--- src/rtl/clock_set_ctrl.sv ---
// clock_set_ctrl: mode/time-set controller for the MM:SS seven-segment clock.
// Owns the 1 Hz divider, the BCD minute/second counters and the run/set
// mode sequencing driven by the MODE/INC/CLR push inputs.
// Optional build macro: CLOCK_SET_BLINK_EN enables the set-mode digit blink
// (BLANK output); without it BLANK is tied low and no blink logic exists.
//
// state   | meaning
// --------+-----------------------------------------------
// ST_RUN  | time advances on TICK, INC ignored
// ST_SMIN | divider held, INC bumps minutes mod 60
// ST_SSEC | divider held, INC bumps seconds mod 60
// ST_BAD  | unreachable encoding, recovers to ST_RUN
module clock_set_ctrl #(
    parameter int DIV       = 50_000_000,
    parameter int BLINK_DIV = 12_500_000
) (
    input  logic       CLK,
    input  logic       RST,
    input  logic [3:0] SW,
    output logic [3:0] SEC_ONES,
    output logic [3:0] SEC_TENS,
    output logic [3:0] MIN_ONES,
    output logic [3:0] MIN_TENS,
    output logic [1:0] MODE,
    output logic       TICK,
    output logic [3:0] BLANK
);

    typedef enum logic [1:0] {
        ST_RUN  = 2'b00,
        ST_SMIN = 2'b01,
        ST_SSEC = 2'b10,
        ST_BAD  = 2'b11
    } state_t;

    localparam int             DW       = (DIV > 2) ? $clog2(DIV) : 1;
    localparam logic [DW-1:0]  DIV_LAST = DW'(DIV - 1);

    state_t        state_q, state_d;
    logic [2:0]    sw_s1, sw_s2, sw_s3;
    logic [2:0]    sw_pulse;
    logic          mode_p, inc_p, clr_p, mode_adv;
    logic [DW-1:0] div_cnt;
    logic [7:0]    sec_q, min_q;
    logic          unused_sw3;

    // SW[3] is reserved and deliberately left unconnected
    assign unused_sw3 = SW[3];

    // BCD increment of a two-digit value, wrapping 59 -> 00
    function automatic logic [7:0] inc60(input logic [7:0] v);
        logic [7:0] r;
        if (v[3:0] == 4'd9) begin
            if (v[7:4] == 4'd5) r = 8'h00;
            else                r = {v[7:4] + 4'd1, 4'd0};
        end else begin
            r = {v[7:4], v[3:0] + 4'd1};
        end
        return r;
    endfunction

    // two-flop synchronizer plus a delay stage for rising-edge detection
    always_ff @(posedge CLK or posedge RST) begin
        if (RST) begin
            sw_s1 <= 3'b000;
            sw_s2 <= 3'b000;
            sw_s3 <= 3'b000;
        end else begin
            sw_s1 <= SW[2:0];
            sw_s2 <= sw_s1;
            sw_s3 <= sw_s2;
        end
    end

    assign sw_pulse = sw_s2 & ~sw_s3;
    assign mode_p   = sw_pulse[0];
    assign inc_p    = sw_pulse[1];
    assign clr_p    = sw_pulse[2];
    // CLR outranks MODE and leaves the mode untouched
    assign mode_adv = mode_p & ~clr_p;

    // mode state register
    always_ff @(posedge CLK or posedge RST) begin
        if (RST) state_q <= ST_RUN;
        else     state_q <= state_d;
    end

    // next-mode decode
    always_comb begin
        state_d = state_q;
        case (state_q)
            ST_RUN:  if (mode_adv) state_d = ST_SMIN;
            ST_SMIN: if (mode_adv) state_d = ST_SSEC;
            ST_SSEC: if (mode_adv) state_d = ST_RUN;
            ST_BAD:  state_d = ST_RUN;
            default: state_d = ST_RUN;
        endcase
    end

    assign TICK = (state_q == ST_RUN) && (div_cnt == DIV_LAST);

    // 1 Hz divider: free-running in RUN, parked at 0 otherwise or on CLR/mode change
    always_ff @(posedge CLK or posedge RST) begin
        if (RST) begin
            div_cnt <= '0;
        end else if (clr_p || mode_adv || (state_q != ST_RUN)) begin
            div_cnt <= '0;
        end else if (div_cnt == DIV_LAST) begin
            div_cnt <= '0;
        end else begin
            div_cnt <= div_cnt + DW'(1);
        end
    end

    // time registers: CLR > MODE > INC > TICK, all digits move on one edge
    always_ff @(posedge CLK or posedge RST) begin
        if (RST) begin
            sec_q <= 8'h00;
            min_q <= 8'h00;
        end else if (clr_p) begin
            sec_q <= 8'h00;
            min_q <= 8'h00;
        end else if (mode_adv) begin
            sec_q <= sec_q;
            min_q <= min_q;
        end else if (inc_p) begin
            if (state_q == ST_SMIN) min_q <= inc60(min_q);
            if (state_q == ST_SSEC) sec_q <= inc60(sec_q);
        end else if (TICK) begin
            sec_q <= inc60(sec_q);
            if (sec_q == 8'h59) min_q <= inc60(min_q);
        end
    end

    assign SEC_ONES = sec_q[3:0];
    assign SEC_TENS = sec_q[7:4];
    assign MIN_ONES = min_q[3:0];
    assign MIN_TENS = min_q[7:4];
    assign MODE     = state_q;

`ifdef CLOCK_SET_BLINK_EN
    localparam int            BW         = (BLINK_DIV > 2) ? $clog2(BLINK_DIV) : 1;
    localparam logic [BW-1:0] BLINK_LAST = BW'(BLINK_DIV - 1);

    logic [BW-1:0] blink_cnt;
    logic          blink_ph;
    logic [3:0]    blank_q;
    logic          mode_chg;

    assign mode_chg = (state_d != state_q);

    // blink phase generator, restarted whenever the mode moves
    always_ff @(posedge CLK or posedge RST) begin
        if (RST) begin
            blink_cnt <= '0;
            blink_ph  <= 1'b0;
        end else if ((state_q == ST_RUN) || mode_chg) begin
            blink_cnt <= '0;
            blink_ph  <= 1'b0;
        end else if (blink_cnt == BLINK_LAST) begin
            blink_cnt <= '0;
            blink_ph  <= ~blink_ph;
        end else begin
            blink_cnt <= blink_cnt + BW'(1);
        end
    end

    // registered blank request for the digit pair being edited
    always_ff @(posedge CLK or posedge RST) begin
        if (RST)                                  blank_q <= 4'b0000;
        else if (blink_ph && state_q == ST_SMIN)  blank_q <= 4'b1100;
        else if (blink_ph && state_q == ST_SSEC)  blank_q <= 4'b0011;
        else                                      blank_q <= 4'b0000;
    end

    assign BLANK = blank_q;
`else
    localparam int unused_blink_div = BLINK_DIV;

    assign BLANK = 4'b0000;
`endif

endmodule

--- config.mk ---
export PLATFORM = sky130hd
export DESIGN_NAME = clock_set_ctrl
export DESIGN_NICKNAME = d
export VERILOG_FILES = /design/src/rtl/clock_set_ctrl.sv
export SDC_FILE = /design/constraint.sdc
export NUM_CORES = 1
export LEC_CHECK = 0
export CAP_MARGIN = 20
export CORE_ASPECT_RATIO = 1.4
export CORE_MARGIN = 2
export CORE_UTILIZATION = 23
export CTS_BUF_LIST = sky130_fd_sc_hd__clkbuf_8
export CTS_CLUSTER_DIAMETER = 100
export DETAILED_ROUTE_END_ITERATION = 6
export GPL_TIMING_DRIVEN = 0
export PLACE_DENSITY = 0.49
export SLEW_MARGIN = 20
export SYNTH_ARGS = -nofsm -noshare
export SYNTH_HDL_FRONTEND = slang
export SYNTH_SLANG_ARGS = --single-unit
--- constraint.sdc ---
create_clock -name CLK -period 2.45 [get_ports CLK]
set_input_delay 0.3675 -clock CLK [delete_from_list [all_inputs] [get_ports CLK]]
set_output_delay 0.3675 -clock CLK [all_outputs]
set_load 0.005 [all_outputs]
Word level (Yosys, flattened, before mapping)
Index checks and enable logic that the tools add are counted.
- logic and storage cells: 62
- bits in registers: 53
- equal/unequal tests: 15
- add/subtract/negate cells: 5
- mux-type cells: 21
- reductions and logical operators: 10
- bitwise logic cells: 4
- operator list (kind ; number):
    2-to-1 mux 8 bit ; 15
    2-to-1 mux 26 bit ; 2
    adder 26 x 1 -> 26 bit (second input constant) ; 1
    == test 26 bit (second input constant) ; 1
    adder 4 x 1 -> 4 bit (second input constant) ; 4
    == test 4 x 3 -> 1 bit (second input constant) ; 2
    == test 4 bit (second input constant) ; 2
    == test 8 x 7 -> 1 bit (second input constant) ; 1
    inequality test 2 bit (second input constant) ; 4
    one-hot mux 2 bit (4 select lines) ; 1
    2-to-1 mux 2 bit ; 3
    inequality test 3 x 1 -> 1 bit (second input constant) ; 2
    AND reduction 3 bit ; 2
    nonzero test 3 bit ; 2
    == test 2 bit (second input constant) ; 2
    AND reduction 4 bit ; 1
    bitwise AND 3 bit ; 1
    inverter 3 bit ; 1
    == test 2 x 1 -> 1 bit (second input constant) ; 1
    logical NOT 2 bit ; 1
    logical OR 1 bit ; 2
    nonzero test 2 bit ; 1
    bitwise AND 1 bit ; 1
    logical AND 1 bit ; 1
    inverter 1 bit ; 1

Depth between registers and ports, before layout
Gate-level depths: netlist (run 1).
- depth after elaboration: 8
- gate-level depth with buffers: 9

Worst setup path after synthesis (run 1)
No wires, ideal clock.
- kind: register -> register
- start: reg div_cnt[16]
- end: reg min_q[5]
- period minus slack after synthesis: 2.277 ns
- setup slack: 0.173 ns
- library setup time: 0.125 ns
- data arrival time: 2.152 ns
- cell stages (with the launch flop): 6
- data required time: 2.325 ns
- cell sequence: dfrtp_1 or4b_4 nor4_4 nand4_1 a21boi_2 mux2_2
- word-level cells in the longest chain between the ends: 4
- RTL lines (element ; RTL line ; source):
    from (decl) ; 43 ; logic [DW-1:0] div_cnt;
    from (signal assigned) ; 111 ; div_cnt <= div_cnt + DW'(1);
    == test 26 bit ; 100 ; assign TICK = (state_q == ST_RUN) && (div_cnt == DIV_LAST);
    logical AND 1 bit ; 100 ;
    nonzero test 3 bit (no line) ; -- ;
    AND reduction 4 bit (no line) ; -- ;
    to (signal assigned) ; 125 ; min_q <= min_q;
    to (signal assigned) ; 127 ; if (state_q == ST_SMIN) min_q <= inc60(min_q);
    to (signal assigned) ; 131 ; if (sec_q == 8'h59) min_q <= inc60(min_q);
    to (decl) ; 44 ; logic [7:0] sec_q, min_q;
Every way passes these cells.
A chain may end at the register's enable or synchronous reset.

Worst setup path after layout (run 1)
- start: reg div_cnt[0]
- end: out TICK
- word-level cells in the longest chain between the ends: 2
- RTL lines (element ; RTL line ; source):
    == test 26 bit ; 100 ;
    logical AND 1 bit ; 100 ;
    to (decl) ; 25 ; output logic TICK,
Every way passes these cells.

==> results of run 1 <==
==> routing by layer <==
layer | wire length, um | vias up | global-route usage, %
li1 | - | 1111 | -
met1 | 2760 | 1120 | 11.9
met2 | 3400 | 46 | 18.9
met3 | 252 | 13 | 2.06
met4 | 175 | 0 | 4.71
met5 | 0 | - | 0
==> cells in the final DEF, fill, tap and decap left out, types with 5 or more instances in the layout <==
master / n
dfrtp_1: 49
nor2_1: 49
buf_4: 22
clkdlybuf4s50_1: 22
nand3_1: 18
xor2_1: 18
nand2_1: 15
inv_1: 11
nand4_1: 9
nor3_1: 8
ha_1: 8
xnor2_1: 7
a21oi_1: 6
clkbuf_8: 5
==> cell families after synthesis <==
logic type      share of synthesized area, %
compound gates                          8.96
xor+xnor                                7.68
fa+ha+maj                               3.95
buf+inv                                 3.51
flops                                   46.5
mux                                     1.93
other cells                            0.132
simple gates                            27.3
==> through the flow <==
step	instance area (um2)	setup TNS, ns	hold slack, ns
after floorplan	2860	0	0.331
after global placement	3280	-20.15	0.335
after detailed placement	3290	-1.16	0.335
after CTS	3460	-0.0316	0.360
after global routing	3550	-0.0452	0.367
final	3550	0	0.356
==> power by group through the flow <==
stage / Sequential (mW) / Clock [mW] / Combinational (mW)
4_1_cts: 1.08 / 0.539 / 0.647
3_5_place_dp: 1.09 / 0 / 0.604
2_1_floorplan: 1.07 / 0 / 0.365
6_report: 1.08 / 0.509 / 0.643
3_3_place_gp: 1.10 / 0 / 0.600
5_1_grt: 1.10 / 0.573 / 0.722
==> path summary, 6_finish.rpt <==
path	start	end	slack, ns	depth (start not counted)
max in group asynchronous	RST	div_cnt[18]$_DFF_PP0_	1.45	2
min reg2reg	sw_s1[1]$_DFF_PP0_	sw_s2[1]$_DFF_PP0_	0.36	0
min in group asynchronous	RST	sw_s1[0]$_DFF_PP0_	0.49	2
max reg2reg	div_cnt[18]$_DFF_PP0_	min_q[5]$_DFFE_PP0P_	0.10	6
max	div_cnt[0]$_DFF_PP0_	TICK	0.03	6
min	sw_s1[1]$_DFF_PP0_	sw_s2[1]$_DFF_PP0_	0.36	0
==> area by class of cell <==
| cell class | count | area (um2) | share of cell area, % |
|---|---|---|---|
| multi-input combinational | 220 | 1490 | 42.0 |
| sequential | 53 | 1330 | 37.5 |
| timing repair buffer | 41 | 360 | 10.1 |
| tap | 150 | 188 | 5.29 |
| clock buffer | 5 | 68.8 | 1.94 |
| buffer | 9 | 51.3 | 1.44 |
| inverter | 11 | 43.8 | 1.23 |
| clock inverter | 3 | 17.5 | 0.493 |
==> flip-flops by register name (all words and copies together) (netlist names) <==
register and count:
MODE 2, div_cnt 26, min_q 8, sec_q 8, sw_s1 3, sw_s2 3
sw_s3 3
==> timing repair <==
action / CTS / global route
gates resized for setup: 15 / 3
setup endpoints to repair: 25 / 9
buffers inserted: 7 / 11
pin swaps: 6 / 8
==> summary.md, run 1 <==
| Metric | Value |
|---|---|
| Status | `finished, final reports clean` |
| Top FF cell, synth | `dfrtp_1` |
| Initial DRC Count | `64` |
| Sw Ratio | `roughly 34%` |
| Die W | `98.1 um` |
| Sw Pwr | `~0.76 mW` |
| Internal Pwr Total | `1.48 mW` |
| Crit path launch type | `flip-flop` |
| Drt wl/cell | `between 10 and 15 um` |
| Worst endpoint required time | `2.08 ns` |
| Top cell family by delay on the critical path | `simple AND/OR/NAND/NOR gates` |
| Cell Count Post-Placement | `roughly 470` |
| Cell Rows | `48` |
| Largest net degree at the start of global routing | `54` |
| Power Dens Cells | `630 mW/mm2` |
| Die area | `0.0133 mm2` |
| Slew Limit Fails | `0` |
| Worst path bufs/invs | `1` |
| HP Class | `reg2reg` |
| Post-DP HPWL | `4.64 mm` |
| Area added between synthesis and finish | `24.6%` |
| Clock Sinks | `53` |
| Sequential share of power | `between 40% and 50%` |
| Final Non-Filler Cells | `between 400 and 500` |
| Crit share post-route | `between 90% and 100%` |
| Final Setup Violations | `0` |
| Fillers | `1297` |
| Nets | `roughly 360` |
| Post-Route WL | `6.59 mm` |
| Fin util | `a little under 30%` |
| DRT Pass-1 Iters | `4` |
| H-Tree Level Count | `2` |
| Number of port buffers | `23` |
| Synth top area cells | `dfrtp_1, nor2_1, xor2_1` |
| Share of the synthesized area in the top cell type | `between 40% and 50%` |
| Worst-Skew Late Latency | `about 0.32 ns` |
| Most common cell in the synthesized netlist | `dfrtp_1` |
| Mean Syn Cell Area | `9.76 um2` |
| Asr flop ratio synth | `100%` |
| Routability congestion estimate from global placement | `about 0.8` |
| RSZ-0062 raised after global routing | `yes` |
| CP max stage cell | `or4_4` |
| CP Capture Type | `output pin` |
| Area leader, netlist | `dfrtp_1` |
| DRC Markers | `0` |
| Sequential share of the synthesized area | `a little under half` |
| Initial core utilization | `a little under a quarter` |
| CTS tree | `yes` |
| Arr. time, crit path | `2.05 ns` |
| Die height | `136 um` |
| Synthesized cell area | `0.00285 mm2` |
| P_leak | `around 1.4 nW` |
| I/O pins | `29` |
| Cells after Synth | `just under 300` |
| Synth warnings | `0` |
| Fmax | `roughly 0.41 GHz` |
| Fraction of layout cells with a size suffix above 1 | `17.8%` |
| Post-synth top cells | `dfrtp_1, nor2_1, nand3_1` |
| Max Fanout on Critical Path | `3` |
| Slew HR | `between 40% and 50%` |
| GRT Overall Usage | `a little over a tenth` |
| Max Clock Skew | `between 0.005 and 0.006 ns` |
| Core ar. | `0.0122 mm2` |
| CP peak stage delay | `~0.57 ns` |
| Worst Setup Path Type | `reg2out` |
| Clock network power share | `approximately 23%` |
| Initial antenna violation count | `0` |
| Ant. Diodes | `0` |
| Hold Buf Count CTS | `0` |
| Number of global-route vias before repair | `2278` |
| First-pass GRT wire length | `roughly 11 mm` |
| Crit path time final | `2.42 ns` |
| Total power | `2.24 mW` |
| Fin worst setup slack | `between 0.03 and 0.04 ns` |
| CTS max path bufs | `2` |
| Post-place setup slack | `-0.529 ns` |
| Max-cap check violation count | `0` |
| Number of synthesized register bits | `53` |
| Peak VDD IR | `0.000450 V` |
| Vias per inst | `~4.7` |
| Post-synth cell types | `just under 60` |
| Gate power share | `28.7%` |
| Clk pin slew, worst setup/hold paths | `approximately 0.10 ns` |
| Endpoints failing hold | `0` |
| Final global-route overflow total | `0` |
| Worst Max-Slew Pin Slew | `between 0.8 and 0.9 ns` |
| CTS buffer count | `5` |
| ANT nets after route | `0` |
| Root buf cell | `clkbuf_8` |
| Worst-path cell chain | `ha_4, nand2_1, or2_4, or4_4, nor3_4, buf_2` |
| Vias | `2290` |
| Number of synthesized flops with an enable pin | `0` |
Note: power is estimated with default switching activity, not from simulation.
==> run 2, diff against run 1 <==
==> constraint.sdc (replaced) <==
create_clock -name CLK -period 2.45 [get_ports CLK]
set_input_delay 0.245 -clock CLK [delete_from_list [all_inputs] [get_ports CLK]]
set_output_delay 0.245 -clock CLK [all_outputs]
set_load 0.005 [all_outputs]
==> run 2 against run 1 <==
Against the previous run: critical path depth stayed put; fmax is 2.4% higher; non-clock buffer count is 2 lower; die area stayed put; clock power is 1% higher; largest cell class unchanged; highest routed layer unchanged.
==> summary.md, run 2 (same netlist as run 1, synthesis figures left out) <==
| Metric | Value |
|---|---|
| Final Setup Violations | `0 (unchanged)` |
| Largest net degree at the start of global routing | `54 (unchanged)` |
| Endpoints failing hold | `0 (unchanged)` |
| Fin area | `0.00355 mm2 (-0.14%)` |
| Total power | `2.24 mW (+0.21%)` |
| DRT Pass-1 Iters | `4 (unchanged)` |
| Cell Rows | `48 (unchanged)` |
| Worst path bufs/invs | `1 (unchanged)` |
| Sw Pwr | `0.762 mW (+0.63%)` |
| Fillers | `1297 (unchanged)` |
| CTS buffer count | `5 (unchanged)` |
| Crit path time final | `2.36 ns (-0.0578 ns)` |
| Initial core utilization | `23.4% (unchanged)` |
| Ant. Diodes | `0 (unchanged)` |
| Core ar. | `0.0122 mm2 (unchanged)` |
| Nets | `354 (-0.56%)` |
| Slew Limit Fails | `0 (unchanged)` |
| P_leak | `1.43 nW (-0.65%)` |
| Max-cap check violation count | `0 (unchanged)` |
| Max Clock Skew | `0.00670 ns (+0.00143 ns)` |
| ANT nets after route | `0 (unchanged)` |
| Worst endpoint required time | `2.20 ns (+0.12 ns)` |
| Crit path launch type | `flip-flop` |
| Drt wl/cell | `13.5 um (+0.73%)` |
| Sw Ratio | `34.0% (+0.14 points)` |
| Clock network power share | `22.9% (about the same)` |
| Root buf cell | `clkbuf_8` |
| Worst-Skew Late Latency | `0.32 ns (about the same)` |
| Peak VDD IR | `0.000450 V (about the same)` |
| Initial antenna violation count | `0 (unchanged)` |
| CP max stage cell | `or4_4` |
| Crit share post-route | `96.4% (-2.4 points)` |
| CP peak stage delay | `0.58 ns (about the same)` |
| Vias per inst | `4.61 (-0.91%)` |
| Placed cell area | `0.00329 mm2 (unchanged)` |
| Clock Sinks | `53 (unchanged)` |
| Gate power share | `28.7% (about the same)` |
| Die area | `0.0133 mm2 (unchanged)` |
| I/O pins | `29 (unchanged)` |
| Fin util | `29.1% (-0.041 points)` |
| Vias | `2260 (-1.3%)` |
| Slew HR | `43.8% (-0.11 points)` |
| Routability congestion estimate from global placement | `0.787 (unchanged)` |
| CTS tree | `yes` |
| Fraction of layout cells with a size suffix above 1 | `17.6% (-0.19 points)` |
| Internal Pwr Total | `1.48 mW (about the same)` |
| Post-Route WL | `6.61 mm (+0.32%)` |
| Initial DRC Count | `47 (-27%)` |
| Top flop regs | `div_cnt x26, min_q x8, sec_q x8` |
| Final hold slack | `0.354 ns (-0.00194 ns)` |
| Biggest register | `div_cnt` |
| Max Fanout on Critical Path | `5 (+2)` |
| Most common cell after layout, fill and taps aside | `nor2_1` |
| Worst Setup Path Type | `reg2out` |
| Clk pin slew, worst setup/hold paths | `0.10 ns (about the same)` |
| Post-DP HPWL | `4.64 mm (unchanged)` |
| Worst Max-Slew Pin Slew | `0.837 ns (+0.00164 ns)` |
| Post-place setup slack | `-0.406 ns (+0.122 ns)` |
| Status | `finished, final reports clean` |
| DRC Markers | `0 (unchanged)` |
| First-pass GRT wire length | `11.2 mm (unchanged)` |
| Die height | `136 um (unchanged)` |
| HP Class | `in2reg` |
| Final global-route overflow total | `0 (unchanged)` |
| Die W | `98.1 um (unchanged)` |
| Sequential share of power | `48.4% (about the same)` |
| CTS max path bufs | `2 (unchanged)` |
| Power Dens Cells | `632 mW/mm2 (+0.35%)` |
| H-Tree Level Count | `2 (unchanged)` |
| Most frequent cells in the layout | `nor2_1, dfrtp_1, clkdlybuf4s50_1` |
| Top cell family by delay on the critical path | `simple AND/OR/NAND/NOR gates` |
| CP Capture Type | `output pin` |
| Fin worst setup slack | `0.0890 ns (+0.0578 ns)` |
| Fmax | `0.424 GHz (+2.4%)` |
| Max FFs per register | `26 (unchanged)` |
| Area added between synthesis and finish | `24.4%` |
| Worst-path cell chain | `ha_4, nand2_1, or2_4, or4_4, nor3_4, clkbuf_2` |
| RSZ-0062 raised after global routing | `no` |
| GRT Overall Usage | `10.5% (unchanged)` |
| Number of port buffers | `23 (unchanged)` |
| Arr. time, crit path | `2.12 ns (+0.07 ns)` |
| Number of global-route vias before repair | `2282 (+0.18%)` |
==> run 2: path summary, 6_finish.rpt <==
check                      slack (ns)  cells past startpoint             startpoint               endpoint
min reg2reg                      0.36                      0     sw_s1[1]$_DFF_PP0_     sw_s2[1]$_DFF_PP0_
min                              0.35                      1                  SW[1]     sw_s1[1]$_DFF_PP0_
max                              0.09                      6   div_cnt[0]$_DFF_PP0_                   TICK
min in group asynchronous        0.37                      2                    RST     sw_s1[0]$_DFF_PP0_
max in group asynchronous        1.57                      2                    RST  div_cnt[18]$_DFF_PP0_
max reg2reg                      0.10                      6  div_cnt[18]$_DFF_PP0_   min_q[5]$_DFFE_PP0P_
==> run 2: through the flow <==
stage	TNS, ns	std cells
after global placement	-13.54	468
after global routing	0	490
after detailed placement	-1.04	468
after floorplan	0	295
final	0	490
after CTS	0	481
==> run 2: area by class of cell <==
cell class	instances	area, um2	share of cell area, %
multi-input combinational	220	1500	42.3
inverter	11	43.8	1.24
clock inverter	3	17.5	0.494
buffer	9	51.3	1.45
clock buffer	5	68.8	1.94
tap	150	188	5.29
timing repair buffer	39	345	9.74
sequential	53	1330	37.6
==> run 2: what timing repair did <==
action | 4_1_cts | 5_1_grt
buffers inserted | 7 | 9
hold buffers | 0 | 0
gates resized for setup | 12 | 7
endpoints found under the setup margin | 25 | 9
pin swaps | 3 | 7
==> run 2: power by group through the flow <==
stage               Clock, mW  Combinational, mW  Sequential [mW]
finish                  0.514              0.642             1.08
global placement            0              0.600             1.10
global route            0.573              0.722             1.10
detailed placement          0              0.604             1.09
floorplan                   0              0.365             1.07
CTS                     0.539              0.647             1.09
==> run 2: per-layer routing <==
layer	track usage, %	part of all wire, %
met5	0	0
met4	4.71	2.6
met3	2.06	3.6
met2	18.9	51
met1	11.9	43
==> run 3, diff against run 2 <==
--- a/config.mk
+++ b/config.mk
@@ -10,3 +10,3 @@
 export CORE_MARGIN = 2
-export CORE_UTILIZATION = 23
+export CORE_UTILIZATION = 55
 export CTS_BUF_LIST = sky130_fd_sc_hd__clkbuf_8
@@ -15,3 +15,3 @@
 export GPL_TIMING_DRIVEN = 0
-export PLACE_DENSITY = 0.49
+export PLACE_DENSITY = 0.88
 export SLEW_MARGIN = 20
==> constraint.sdc (replaced) <==
create_clock -name CLK -period 2.45 [get_ports CLK]
set_input_delay 0.49 -clock CLK [delete_from_list [all_inputs] [get_ports CLK]]
set_output_delay 0.49 -clock CLK [all_outputs]
set_load 0.005 [all_outputs]
==> run 3 against run 2 <==
Against the previous run: critical path depth stayed put; combinational power is 5.3% higher; via count is 4.1% higher; setup slack worse by 0.21 ns; largest power group unchanged; sequential power hardly changed; global-route usage is 12 points higher; clock power is 11% higher; the run now ends with setup timing left; design area is 0.42% lower; sequential share of layout area is 0.089 points higher; routed wire length is 5.3% lower; clock-buffer cell count stayed put; register-to-register slack worse by 0.02 ns.
==> summary.md, run 3 (same netlist as run 1, synthesis figures left out) <==
| Metric | Value |
|---|---|
| Status | `complete, but fails checks` |
| Failing checks | `setup timing` |
| Global routing usage on met3 | `3.40% (+1.3 points)` |
| Vias | `2353 (+4.1%)` |
| CP Capture Type | `output pin` |
| Peak VDD IR | `0.000735 V (+63%)` |
| Final global-route overflow total | `0 (unchanged)` |
| H-Tree Level Count | `2 (unchanged)` |
| P_leak | `1.48 nW (+3.1%)` |
| Slew HR | `35.7% (-8.1 points)` |
| Sw Pwr | `0.745 mW (-2.3%)` |
| Number of global-route vias before repair | `2269 (-0.57%)` |
| Worst-Skew Late Latency | `0.30 ns (-0.02 ns)` |
| Crit path launch type | `flip-flop` |
| DRC Markers | `0 (unchanged)` |
| Reg2Reg Depth | `5 (-1)` |
| Most frequent cells in the layout | `dfrtp_1, nor2_1, clkdlybuf4s50_1` |
| Cell Rows | `31 (-35%)` |
| Fin util | `69.5% (+40 points)` |
| Fin worst setup slack | `-0.119 ns (-0.208 ns)` |
| Final hold slack | `0.353 ns (-0.00149 ns)` |
| Clock Sinks | `53 (unchanged)` |
| Die height | `89.2 um (-34%)` |
| Post-Route WL | `6.26 mm (-5.3%)` |
| Top flop regs | `div_cnt x26, min_q x8, sec_q x8` |
| Worst Max-Slew Pin Slew | `0.960 ns (+0.123 ns)` |
| GRT Overall Usage | `22.2% (+12 points)` |
| Max Clock Skew | `0.00884 ns (+0.00214 ns)` |
| Routability congestion estimate from global placement | `0.884 (+12%)` |
| Setup tns final | `-0.119 ns (-0.119 ns)` |
| I/O pins | `29 (unchanged)` |
| Multi-input combinational cell area | `0.00154 mm2 (+2.8%)` |
| Root buf cell | `clkbuf_8` |
| Crit path time final | `2.57 ns (+0.208 ns)` |
| RSZ-0062 raised after global routing | `yes` |
| Endpoints failing hold | `0 (unchanged)` |
| Power Dens Cells | `662 mW/mm2 (+4.7%)` |
| Met2 Usage GRT | `39.7% (+21 points)` |
| Drt wl/cell | `15.4 um (+14%)` |
| CTS tree | `yes` |
| Clock network power share | `24.5% (+1.6 points)` |
| Placed cell area | `0.00319 mm2 (-2.9%)` |
| Gate power share | `28.9% (+0.2 points)` |
| Sequential share of power | `46.6% (-1.8 points)` |
| Final Setup Violations | `1 (+1)` |
| CTS buffer count | `5 (unchanged)` |
| GRT busiest layer | `met2` |
| Fillers | `366 (-72%)` |
| Biggest register | `div_cnt` |
| Vias per inst | `5.78 (+25%)` |
| Clk pin slew, worst setup/hold paths | `0.09 ns (about the same)` |
| Nets | `356 (+0.56%)` |
| Initial core utilization | `56.1% (+33 points)` |
| Met1 Use GR | `26.4% (+15 points)` |
| Initial DRC Count | `118 (+150%)` |
| Fin area | `0.00353 mm2 (-0.42%)` |
| Core ar. | `0.00508 mm2 (-58%)` |
| Number of port buffers | `23 (unchanged)` |
| Internal Pwr Total | `1.59 mW (+7.7%)` |
| Slew Limit Fails | `0 (unchanged)` |
| HP Class | `reg2reg` |
| Crit share post-route | `105% (+8.5 points)` |
| Worst endpoint required time | `1.96 ns (-0.24 ns)` |
| Ant. Diodes | `0 (unchanged)` |
| Die W | `64.8 um (-34%)` |
| Sw Ratio | `31.9% (-2.1 points)` |
| DRT Pass-1 Iters | `4 (unchanged)` |
| Register area | `0.00133 mm2 (-0.19%)` |
| Worst Setup Path Type | `reg2out` |
| CTS max path bufs | `2 (unchanged)` |
| Most common cell after layout, fill and taps aside | `dfrtp_1` |
| Max Fanout on Critical Path | `4 (-1)` |
| Max-cap check violation count | `0 (unchanged)` |
| Fmax | `0.389 GHz (-8.1%)` |
| Post-DP HPWL | `4.12 mm (-11%)` |
| Hold Buf Count CTS | `0 (unchanged)` |
| Area added between synthesis and finish | `23.9%` |
| Max FFs per register | `26 (unchanged)` |
| Arr. time, crit path | `2.08 ns (-0.04 ns)` |
| Die area | `0.00578 mm2 (-57%)` |
| ANT nets after route | `0 (unchanged)` |
| Initial antenna violation count | `0 (unchanged)` |
| Largest net degree at the start of global routing | `29 (-46%)` |
| Fraction of layout cells with a size suffix above 1 | `17.9% (+0.24 points)` |
| First-pass GRT wire length | `10.0 mm (-11%)` |
| WHS Path Cells | `0 (-1)` |
## run 3: power by group through the flow
stage                     Combinational [mW]  Clock (mW)  Sequential, mW
after global routing                   0.752       0.611            1.10
final                                  0.676       0.572            1.09
after global placement                 0.568           0            1.08
after CTS                              0.632       0.578            1.08
after detailed placement               0.596           0            1.09
after floorplan                        0.365           0            1.07
## run 3: layer usage
metal  routed length (um)  vias up
li1                     -     1121
met1                 2610     1157
met2                 3280       57
met3                  205       18
met4                  164        0
met5                    0        -
## run 3: worst paths after layout
check / to / slack [ns] / startpoint
max in group asynchronous: div_cnt[18]$_DFF_PP0_ / 1.34 / RST
min in group asynchronous: div_cnt[14]$_DFF_PP0_ / 0.56 / RST
min: sw_s2[1]$_DFF_PP0_ / 0.35 / sw_s1[1]$_DFF_PP0_
min reg2reg: sw_s2[1]$_DFF_PP0_ / 0.35 / sw_s1[1]$_DFF_PP0_
max reg2reg: sec_q[5]$_DFFE_PP0P_ / 0.08 / div_cnt[9]$_DFF_PP0_
max: TICK / -0.12 / div_cnt[0]$_DFF_PP0_
## run 3: metrics by stage
| stage | worst slack, ns | power [mW] | std cells |
|---|---|---|---|
| after floorplan | 0.156 | 1.44 | 295 |
| after global placement | -0.544 | 1.65 | 384 |
| after detailed placement | -0.586 | 1.69 | 385 |
| after CTS | -0.103 | 2.29 | 397 |
| after global routing | -0.197 | 2.47 | 407 |
| final | -0.119 | 2.34 | 407 |
## run 3: critical path: stages (launching register included)
cell	delay, ns
dfrtp_1	0.42
ha_4	0.17
nand2_1	0.05
or2_4	0.25
or4_4	0.57
nor3_4	0.18
buf_2	0.14
## run 3: final cells by class
cell class                 count  share of cell area (%)
clock buffer                   5                    1.95
inverter                      11                    1.17
buffer                         9                    1.45
tap                           66                    2.34
sequential                    53                    37.7
clock inverter                 2                   0.992
timing repair buffer          41                    10.8
multi-input combinational    220                    43.7
## run 3: what timing repair did
item / in CTS / in global routing
cloned: 0 / 0
pin swaps: 3 / 14
endpoints found under the setup margin: 5 / 8
endpoints found under the hold margin: 0 / 0
setup buffers: 7 / 10
gates resized for setup: 12 / 16
